`src/rtl/teclado_acumulador.sv`:
```
// Keypad digit accumulator: builds a BCD entry from key strobes and
// hands the committed number downstream over a valid/ready handshake.
module teclado_acumulador #(
  parameter int N_DIGITS    = 4,
  parameter int TIMEOUT_CYC = 50000000
) (
  input  logic                          clk,
  input  logic                          rst,
  input  logic [3:0]                    key_code,
  input  logic                          key_valid,
  output logic [4*N_DIGITS-1:0]         disp_value,
  output logic [$clog2(N_DIGITS+1)-1:0] digit_count,
  output logic [4*N_DIGITS-1:0]         out_value,
  output logic [$clog2(N_DIGITS+1)-1:0] out_count,
  output logic                          out_valid,
  input  logic                          out_ready,
  output logic                          overflow,
  output logic                          timeout
);

  localparam int W  = 4 * N_DIGITS;
  localparam int CW = $clog2(N_DIGITS + 1);
  localparam int TW = (TIMEOUT_CYC < 1) ? 1
                    : $clog2(TIMEOUT_CYC + 1);

  localparam logic [CW-1:0] CNT_FULL = CW'(N_DIGITS);
  localparam logic [TW-1:0] IDLE_MAX =
    TW'((TIMEOUT_CYC > 0) ? TIMEOUT_CYC - 1 : 0);

  typedef enum logic {
    ENTRY,
    PRESENT
  } state_t;

  state_t        state_q, state_d;
  logic [W-1:0]  buf_q, buf_d;
  logic [CW-1:0] cnt_q, cnt_d;
  logic [W-1:0]  oval_q, oval_d;
  logic [CW-1:0] ocnt_q, ocnt_d;
  logic          ovld_q, ovld_d;
  logic          ovf_q, ovf_d;
  logic          tmo_q, tmo_d;
  logic [TW-1:0] idle_q, idle_d;

  logic is_dig;
  logic is_clr;
  logic is_ent;
  logic is_bsp;

  assign is_dig = key_code <= 4'd9;
  assign is_clr = key_code == 4'hA;
  assign is_ent = key_code == 4'hB;
  assign is_bsp = key_code == 4'hC;

  always_comb begin
    state_d = state_q;
    buf_d   = buf_q;
    cnt_d   = cnt_q;
    oval_d  = oval_q;
    ocnt_d  = ocnt_q;
    ovld_d  = ovld_q;
    ovf_d   = 1'b0;
    tmo_d   = 1'b0;
    idle_d  = '0;

    if (state_q == PRESENT && out_ready) begin
      ovld_d  = 1'b0;
      state_d = ENTRY;
    end

    if (key_valid) begin
      unique case (1'b1)
        is_dig: begin
          if (cnt_q < CNT_FULL) begin
            buf_d = (buf_q << 4) | W'(key_code);
            cnt_d = cnt_q + CW'(1);
          end else begin
            ovf_d = 1'b1;
          end
        end
        is_clr: begin
          buf_d = '0;
          cnt_d = '0;
        end
        is_bsp: begin
          if (cnt_q != '0) begin
            buf_d = buf_q >> 4;
            cnt_d = cnt_q - CW'(1);
          end
        end
        is_ent: begin
          // Enter while a value is still waiting downstream is dropped.
          if (state_q == ENTRY && cnt_q != '0) begin
            oval_d  = buf_q;
            ocnt_d  = cnt_q;
            ovld_d  = 1'b1;
            buf_d   = '0;
            cnt_d   = '0;
            state_d = PRESENT;
          end
        end
        default: ;
      endcase
    end else if (TIMEOUT_CYC != 0 && state_q == ENTRY
                 && cnt_q != '0) begin
      if (idle_q == IDLE_MAX) begin
        buf_d = '0;
        cnt_d = '0;
        tmo_d = 1'b1;
      end else begin
        idle_d = idle_q + TW'(1);
      end
    end
  end

  always_ff @(posedge clk or negedge rst) begin
    if (!rst) begin
      state_q <= ENTRY;
      buf_q   <= '0;
      cnt_q   <= '0;
      oval_q  <= '0;
      ocnt_q  <= '0;
      ovld_q  <= 1'b0;
      ovf_q   <= 1'b0;
      tmo_q   <= 1'b0;
      idle_q  <= '0;
    end else begin
      state_q <= state_d;
      buf_q   <= buf_d;
      cnt_q   <= cnt_d;
      oval_q  <= oval_d;
      ocnt_q  <= ocnt_d;
      ovld_q  <= ovld_d;
      ovf_q   <= ovf_d;
      tmo_q   <= tmo_d;
      idle_q  <= idle_d;
    end
  end

  assign disp_value  = buf_q;
  assign digit_count = cnt_q;
  assign out_value   = oval_q;
  assign out_count   = ocnt_q;
  assign out_valid   = ovld_q;
  assign overflow    = ovf_q;
  assign timeout     = tmo_q;

endmodule
```
`config.mk`:
```
export PLATFORM = sky130hd
export DESIGN_NAME = teclado_acumulador
export DESIGN_NICKNAME = d
export VERILOG_FILES = /design/src/rtl/teclado_acumulador.sv
export SDC_FILE = /design/constraint.sdc
export NUM_CORES = 1
export LEC_CHECK = 0
export CAP_MARGIN = 20
export CORE_ASPECT_RATIO = 0.7
export CORE_MARGIN = 2
export CORE_UTILIZATION = 28
export DETAILED_ROUTE_END_ITERATION = 8
export GPL_ROUTABILITY_DRIVEN = 0
export PLACE_DENSITY = 0.45
export RECOVER_POWER = 100
export SLEW_MARGIN = 20
export SYNTH_ARGS = -nofsm -noshare
export SYNTH_HDL_FRONTEND = slang
export SYNTH_SLANG_ARGS = --single-unit
```
`constraint.sdc`:
```
create_clock -name clk -period 3 [get_ports clk]
set_input_delay 0.45 -clock clk [delete_from_list [all_inputs] [get_ports clk]]
set_output_delay 0.45 -clock clk [all_outputs]
set_load 0.01 [all_outputs]
```
==> results.sh, run 1 <==
export IMPL_multi_input_area_sq_um=1290
export IMPL_cp_cell_sequence="ha_1, nand3_1, or4_1, o21a_1, clkbuf_2, nand2_1, o21ai_0"
export IMPL_drt_iter0_markers=159
export IMPL_final_area_sq_um=4030
export IMPL_peakVddDrop_mv=0.262
export IMPL_r2r_end="disp_value[12]$_DFFE_PN0P_"
export IMPL_ys_seq_area_share_pct=55.3
export IMPL_drcViolationCount=0
export IMPL_rows=31
export IMPL_ctsHtreeMaxLevel=3
export IMPL_whs_ps=496
export IMPL_finalNetCount=359
export IMPL_worstMarginPinSlew_ps=1690
export IMPL_ys_types=37
export IMPL_cts_sinks=68
export IMPL_clk_pin_slew_ps=60
export IMPL_grt_busiest_layer="met1"
export IMPL_synth_edf_count=0
export IMPL_insertion_delay_ps=330
export IMPL_rrSetupSlack_ps=530
export IMPL_hold_viol=0
export IMPL_syn_to_final_growth_pct=31.0
export IMPL_status="finished with violations"
export IMPL_use_met1_pct=21.7
export IMPL_grt_setup_unrepaired="false"
export IMPL_cts_root_buf="clkbuf_16"
export IMPL_crit_path_end_kind="register"
export IMPL_ys_warn_count=0
export IMPL_setup_viol=0
export IMPL_slew_headroom_pct=-12.8
export IMPL_ys_ff_latch=68
export IMPL_drtPass1Iterations=4
export IMPL_slew_violations=69
export IMPL_fmax_mhz=405
export IMPL_die_y_microns=91.7
export IMPL_crit_fanout=17
export IMPL_power_density_nw_per_um2=677
export IMPL_syn_cell_area_sq_um=3080
export IMPL_path_class="reg -> reg"
export IMPL_leakage_nw=1.84
export IMPL_skew_ps=5.37
export IMPL_regArea_sq_um=1700
export IMPL_yosysTopAreaCell="dfrtp_1"
export IMPL_final_setup_tns_ps=0
export IMPL_grtUsageMet3_pct=4.55
export IMPL_grt_first_pass_wirelength_mm=12.1
export IMPL_max_cap_viol_count=1
export IMPL_num_antenna_cells=0
export IMPL_synth_most_common_cell="dfrtp_1"
export IMPL_vias_per_cell=4.54
export IMPL_initial_core_util_pct=29.3
export IMPL_ant_nets=0
export IMPL_cts_repair_resized=0
export IMPL_holdBufCountCts=0
export IMPL_grt_use_total_pct=13.6
export IMPL_grt_pass1_vias=2146
export IMPL_avgSynthCellArea_sq_um=10.4
export IMPL_setup_slack_ps=531
export IMPL_grt_max_degree=69
export IMPL_synth_top_area_share_pct=55.3
export IMPL_hold_path_class="reg -> reg"
export IMPL_synth_commonest_cells="dfrtp_1, nand2_1, nor2_1"
export IMPL_r2r_start="idle_q[0]$_DFF_PN0_"
export IMPL_antenna_found_initial=0
export IMPL_io_pins=49
export IMPL_start_kind="register"
export IMPL_drive_above_1_share_pct=12.1
export IMPL_async_flop_share_pct=100
export IMPL_failed_checks="max-capacitance violations, max-slew violations"
export IMPL_slowest_delay_ps=610
export IMPL_critPathLaunch="idle_q[0]$_DFF_PN0_"
export IMPL_critPathRequiredTime_ps=3200
export IMPL_num_vias=2281
export IMPL_coreArea_sq_um=10500
export IMPL_drt_wl_total_mm=7.32
export IMPL_slowest_stage="or4_1"
export IMPL_synth_ff_type="dfrtp_1"
export IMPL_r2r_cells=7
export IMPL_n_fill_cell=1038
export IMPL_cts_buffers_inserted=9
export IMPL_dp_slack_ps=554
export IMPL_wl_per_cell_microns=14.6
export IMPL_cts_tree="yes"
export IMPL_dieArea_sq_um=11900
export IMPL_place_hpwl_mm=4.91
export IMPL_arrival_ps=2670
export IMPL_die_width_microns=129
export IMPL_synth_area_top_cells="dfrtp_1, mux2_2, nand2_1, nor2_1, xor2_1"
export IMPL_synth_nets=306
export IMPL_clk_path_buf_depth=2
export IMPL_grt_remaining_overflow=0
export IMPL_final_util_pct=38.4
export IMPL_period_share_pct=82.3
export IMPL_cts_setup_buffers=0
export IMPL_met2_usage_pct=16.1
export IMPL_synthCells=296
export IMPL_cp_endpoint="disp_value[12]$_DFFE_PN0P_"
export IMPL_dpl_cell_area_sq_um=3740
export IMPL_period_needed_ps=2470
export IMPL_portBuffers=48
[worst min-delay path by stage]
| stage | depth (start not counted) | startpoint | end | slack, ps |
|---|---|---|---|---|
| 2_1_floorplan | 0 | rst | digit_count[0]$_DFFE_PN0P_ | 150 |
| 3_3_place_gp | 1 | out_valid$_DFF_PN0_ | out_valid$_DFF_PN0_ | 480 |
| 3_5_place_dp | 1 | out_valid$_DFF_PN0_ | out_valid$_DFF_PN0_ | 490 |
| 4_1_cts | 2 | rst | idle_q[5]$_DFF_PN0_ | 140 |
| 5_1_grt | 1 | out_value[14]$_DFFE_PN0P_ | out_value[14]$_DFFE_PN0P_ | 510 |
| 6_report | 1 | out_value[9]$_DFFE_PN0P_ | out_value[9]$_DFFE_PN0P_ | 500 |
[cell usage in the layout (no fill, tap or decap), drive strengths merged, types with 9 or more instances in the layout]
master	n
clkbuf	14
o21ai	24
xnor2	10
a22oi	9
nand2	38
dlygate4sd3	43
dfrtp	68
mux2	19
xor2	15
nand3	17
nor2	38
[routing by layer]
| metal | wire length (microns) | up-vias |
|---|---|---|
| met5 | 0 | - |
| met4 | 104 | 0 |
| met2 | 2780 | 51 |
| li1 | - | 1120 |
| met3 | 362 | 8 |
| met1 | 4070 | 1102 |
[stage by stage]
step / std cells / power, mW
2_1_floorplan: 296 / 1.35
3_3_place_gp: 486 / 1.67
3_5_place_dp: 486 / 1.67
4_1_cts: 502 / 2.83
5_1_grt: 502 / 2.88
6_report: 502 / 2.73
[layout make-up]
type | count | share of cell area (%)
repair buffers | 54 | 12.7
multi-input cells | 209 | 31.9
flip-flops and latches | 68 | 42.2
clock buffers | 11 | 6.02
well taps | 148 | 4.59
inverters | 7 | 0.652
clock inverters | 5 | 1.86
[flip-flops by register name (all words and copies together), names as in the netlist]
| register | count |
|---|---|
| out_value | 16 |
| digit_count | 3 |
| out_valid | 1 |
| disp_value | 16 |
| timeout | 1 |
| idle_q | 26 |
| overflow | 1 |
| out_count | 3 |
| state_q | 1 |
[kinds of logic after synthesis]
group	after synthesis	share of synthesized area (%)
flip-flops	68	55.3
multiplexers	19	6.95
adder cells (fa/ha/maj)	2	1.06
buffers and inverters	19	2.72
XOR/XNOR	25	7.12
AND/OR/NAND/NOR	122	18.7
AO/OA/AOI/OAI	41	8.09
[critical path, delay by kind of cell, from the launching register on]
kind,cells,cell delay [ps]
buffers and inverters,1,300
flip-flops,1,420
adder cells (fa/ha/maj),1,270
AO/OA/AOI/OAI,2,430
AND/OR/NAND/NOR,3,910
[power by group]
group          internal, mW  total, mW  leakage, nW  switching [mW]
sequential             1.03       1.14        0.930           0.109
combinational         0.234      0.462        0.747           0.228
clock                 0.745       1.13        0.159           0.385
total                  2.01       2.73         1.84           0.723
(Power assumes the default switching activity.)
==> inputs of run 2 (changes only) <==
PLACE_DENSITY = 0.47   (was 0.45)
clock period = 2.2 ns   (was 3 ns; I/O delays follow)
==> run 2 against run 1 <==
  * The flow still finishes with violations (max-capacitance violations, max-slew violations)
  * Sequential share of layout area fell by 1.7 points
  * Critical path depth fell by 1
  * Clock power rose by 50%
  * Highest routed layer unchanged
  * Via count rose by 1.5%
  * Critical endpoint is now digit_count[0]$_DFFE_PN0P_
  * First-iteration DRC count fell by 19%
  * Global-route usage fell by 0.080 points
  * Final area rose by 4.3%
  * Worst hold slack got worse by 26 ps
==> results.sh, run 2 (same netlist as run 1, synthesis figures left out) <==
export IMPL_cts_buffers_inserted=9
export IMPL_dpl_cell_area_sq_um=3890
export IMPL_clk_pin_slew_ps=50
export IMPL_num_vias=2316
export IMPL_die_width_microns=129
export IMPL_drive_above_1_share_pct=16.7
export IMPL_setup_viol=0
export IMPL_grt_max_degree=69
export IMPL_drt_wl_total_mm=7.31
export IMPL_wl_met2_mm=2.85
export IMPL_peakVddDrop_mv=0.442
export IMPL_drtPass1Iterations=4
export IMPL_cts_tree="yes"
export IMPL_ant_nets=0
export IMPL_finalNetCount=376
export IMPL_coreArea_sq_um=10500
export IMPL_syn_to_final_growth_pct=36.6
export IMPL_period_share_pct=93.0
export IMPL_place_hpwl_mm=5.19
export IMPL_portBuffers=48
export IMPL_hold_path_class="reg -> reg"
export IMPL_final_cell_mix="dfrtp_1, dlygate4sd3_1, nor2_1, nand2_1, o21ai_0"
export IMPL_die_y_microns=91.7
export IMPL_drt_iter0_markers=128
export IMPL_cts_sinks=68
export IMPL_grt_use_total_pct=13.5
export IMPL_final_area_sq_um=4200
export IMPL_final_common_cell="dfrtp_1"
export IMPL_whs_ps=470
export IMPL_drcViolationCount=0
export IMPL_grt_setup_unrepaired="false"
export IMPL_antenna_found_initial=0
export IMPL_slew_headroom_pct=-13.4
export IMPL_grt_pass1_vias=2283
export IMPL_wl_met3_microns=231
export IMPL_clk_path_buf_depth=2
export IMPL_dieArea_sq_um=11900
export IMPL_largest_register="idle_q"
export IMPL_max_cap_viol_count=1
export IMPL_skew_ps=6.99
export IMPL_final_setup_tns_ps=0
export IMPL_maxUsedRoutingLayer="met4"
export IMPL_critPathRequiredTime_ps=2450
export IMPL_crit_fanout=7
export IMPL_largest_reg_flops=26
export IMPL_slew_violations=69
export IMPL_holdBufCountCts=0
export IMPL_total_power_mw=3.90
export IMPL_insertion_delay_ps=330
export IMPL_vias_per_cell=4.46
export IMPL_io_pins=49
export IMPL_fmax_mhz=489
export IMPL_grt_remaining_overflow=0
export IMPL_grt_first_pass_wirelength_mm=12.3
export IMPL_arrival_ps=2290
export IMPL_period_needed_ps=2050
export IMPL_num_antenna_cells=0
export IMPL_wl_met1_mm=4.14
export IMPL_slowest_delay_ps=540
export IMPL_status="finished with violations"
export IMPL_dp_slack_ps=29.6
export IMPL_setup_slack_ps=154
export IMPL_cts_root_buf="clkbuf_16"
export IMPL_worstMarginPinSlew_ps=1700
export IMPL_hold_viol=0
export IMPL_path_class="reg -> reg"
export IMPL_rows=31
export IMPL_leakage_nw=1.93
export IMPL_cp_cell_sequence="and4_4, nand3_2, or4_4, o21a_2, or2_0, o21ai_0"
export IMPL_initial_core_util_pct=29.3
export IMPL_failed_checks="max-capacitance violations, max-slew violations"
export IMPL_slowest_stage="or4_4"
export IMPL_crit_path_end_kind="register"
export IMPL_wl_per_cell_microns=14.1
export IMPL_start_kind="register"
export IMPL_ctsHtreeMaxLevel=3
export IMPL_power_density_nw_per_um2=927
==> run 2: cell count changes in the layout (fill, tap and decap cells not counted), sizes merged <==
cell,change
buf,+15
bufinv,+1
clkbuf,+3
clkdlybuf4s50,+1
clkinv,-2
dlygate4sd3,-1
==> run 2: final timing paths <==
check / start / endpoint / slack, ps / cells past startpoint
min in group asynchronous: rst / idle_q[13]$_DFF_PN0_ / 540 / 2
worst max register to register: idle_q[13]$_DFF_PN0_ / digit_count[0]$_DFFE_PN0P_ / 150 / 6
worst min-delay path: out_valid$_DFF_PN0_ / out_valid$_DFF_PN0_ / 470 / 1
max in group asynchronous: rst / out_valid$_DFF_PN0_ / 650 / 2
worst min register to register: out_valid$_DFF_PN0_ / out_valid$_DFF_PN0_ / 470 / 1
worst max-delay path: idle_q[13]$_DFF_PN0_ / digit_count[0]$_DFFE_PN0P_ / 150 / 6
==> run 2: per-layer routing <==
| layer | up-vias | GRT usage (%) |
|---|---|---|
| li1 | 1158 | - |
| met1 | 1109 | 21.8 |
| met2 | 40 | 17.1 |
| met3 | 9 | 3.56 |
| met4 | 0 | 3.80 |
| met5 | - | 0 |
==> run 2: layout make-up <==
| type | instances | area (sq um) |
|---|---|---|
| fill | 1046 | 6310 |
| sequential | 68 | 1700 |
| multi-input combinational | 209 | 1300 |
| timing repair buffer | 71 | 636 |
| clock buffer | 12 | 256 |
| tap | 148 | 185 |
| clock inverter | 4 | 95.1 |
| inverter | 7 | 26.3 |
==> run 2: worst max-delay path: cells and delay by family, from the launching register on <==
family / cells / cell delay (ps)
AND/OR/NAND/NOR: 4 / 1160
flip-flops: 1 / 400
AO/OA/AOI/OAI: 2 / 420
==> run 2: per-stage QoR <==
stage | instances | util [%]
floorplan | 296 | -
global route | 519 | 40.0
detailed placement | 503 | 37.0
global placement | 503 | 37.0
finish | 519 | 40.0
CTS | 519 | 40.4
==> run 2: where the power goes <==
| group | switching (mW) | total [mW] | leakage, nW | internal [mW] |
|---|---|---|---|---|
| clock | 0.518 | 1.69 | 0.173 | 1.17 |
| sequential | 0.136 | 1.54 | 0.930 | 1.40 |
| combinational | 0.333 | 0.678 | 0.830 | 0.345 |
| total | 0.987 | 3.90 | 1.93 | 2.91 |
==> run 2: timing repair <==
action | CTS | global route
gates resized for setup | 0 | 4
setup buffers | 0 | 0
setup endpoints to repair | 0 | 18
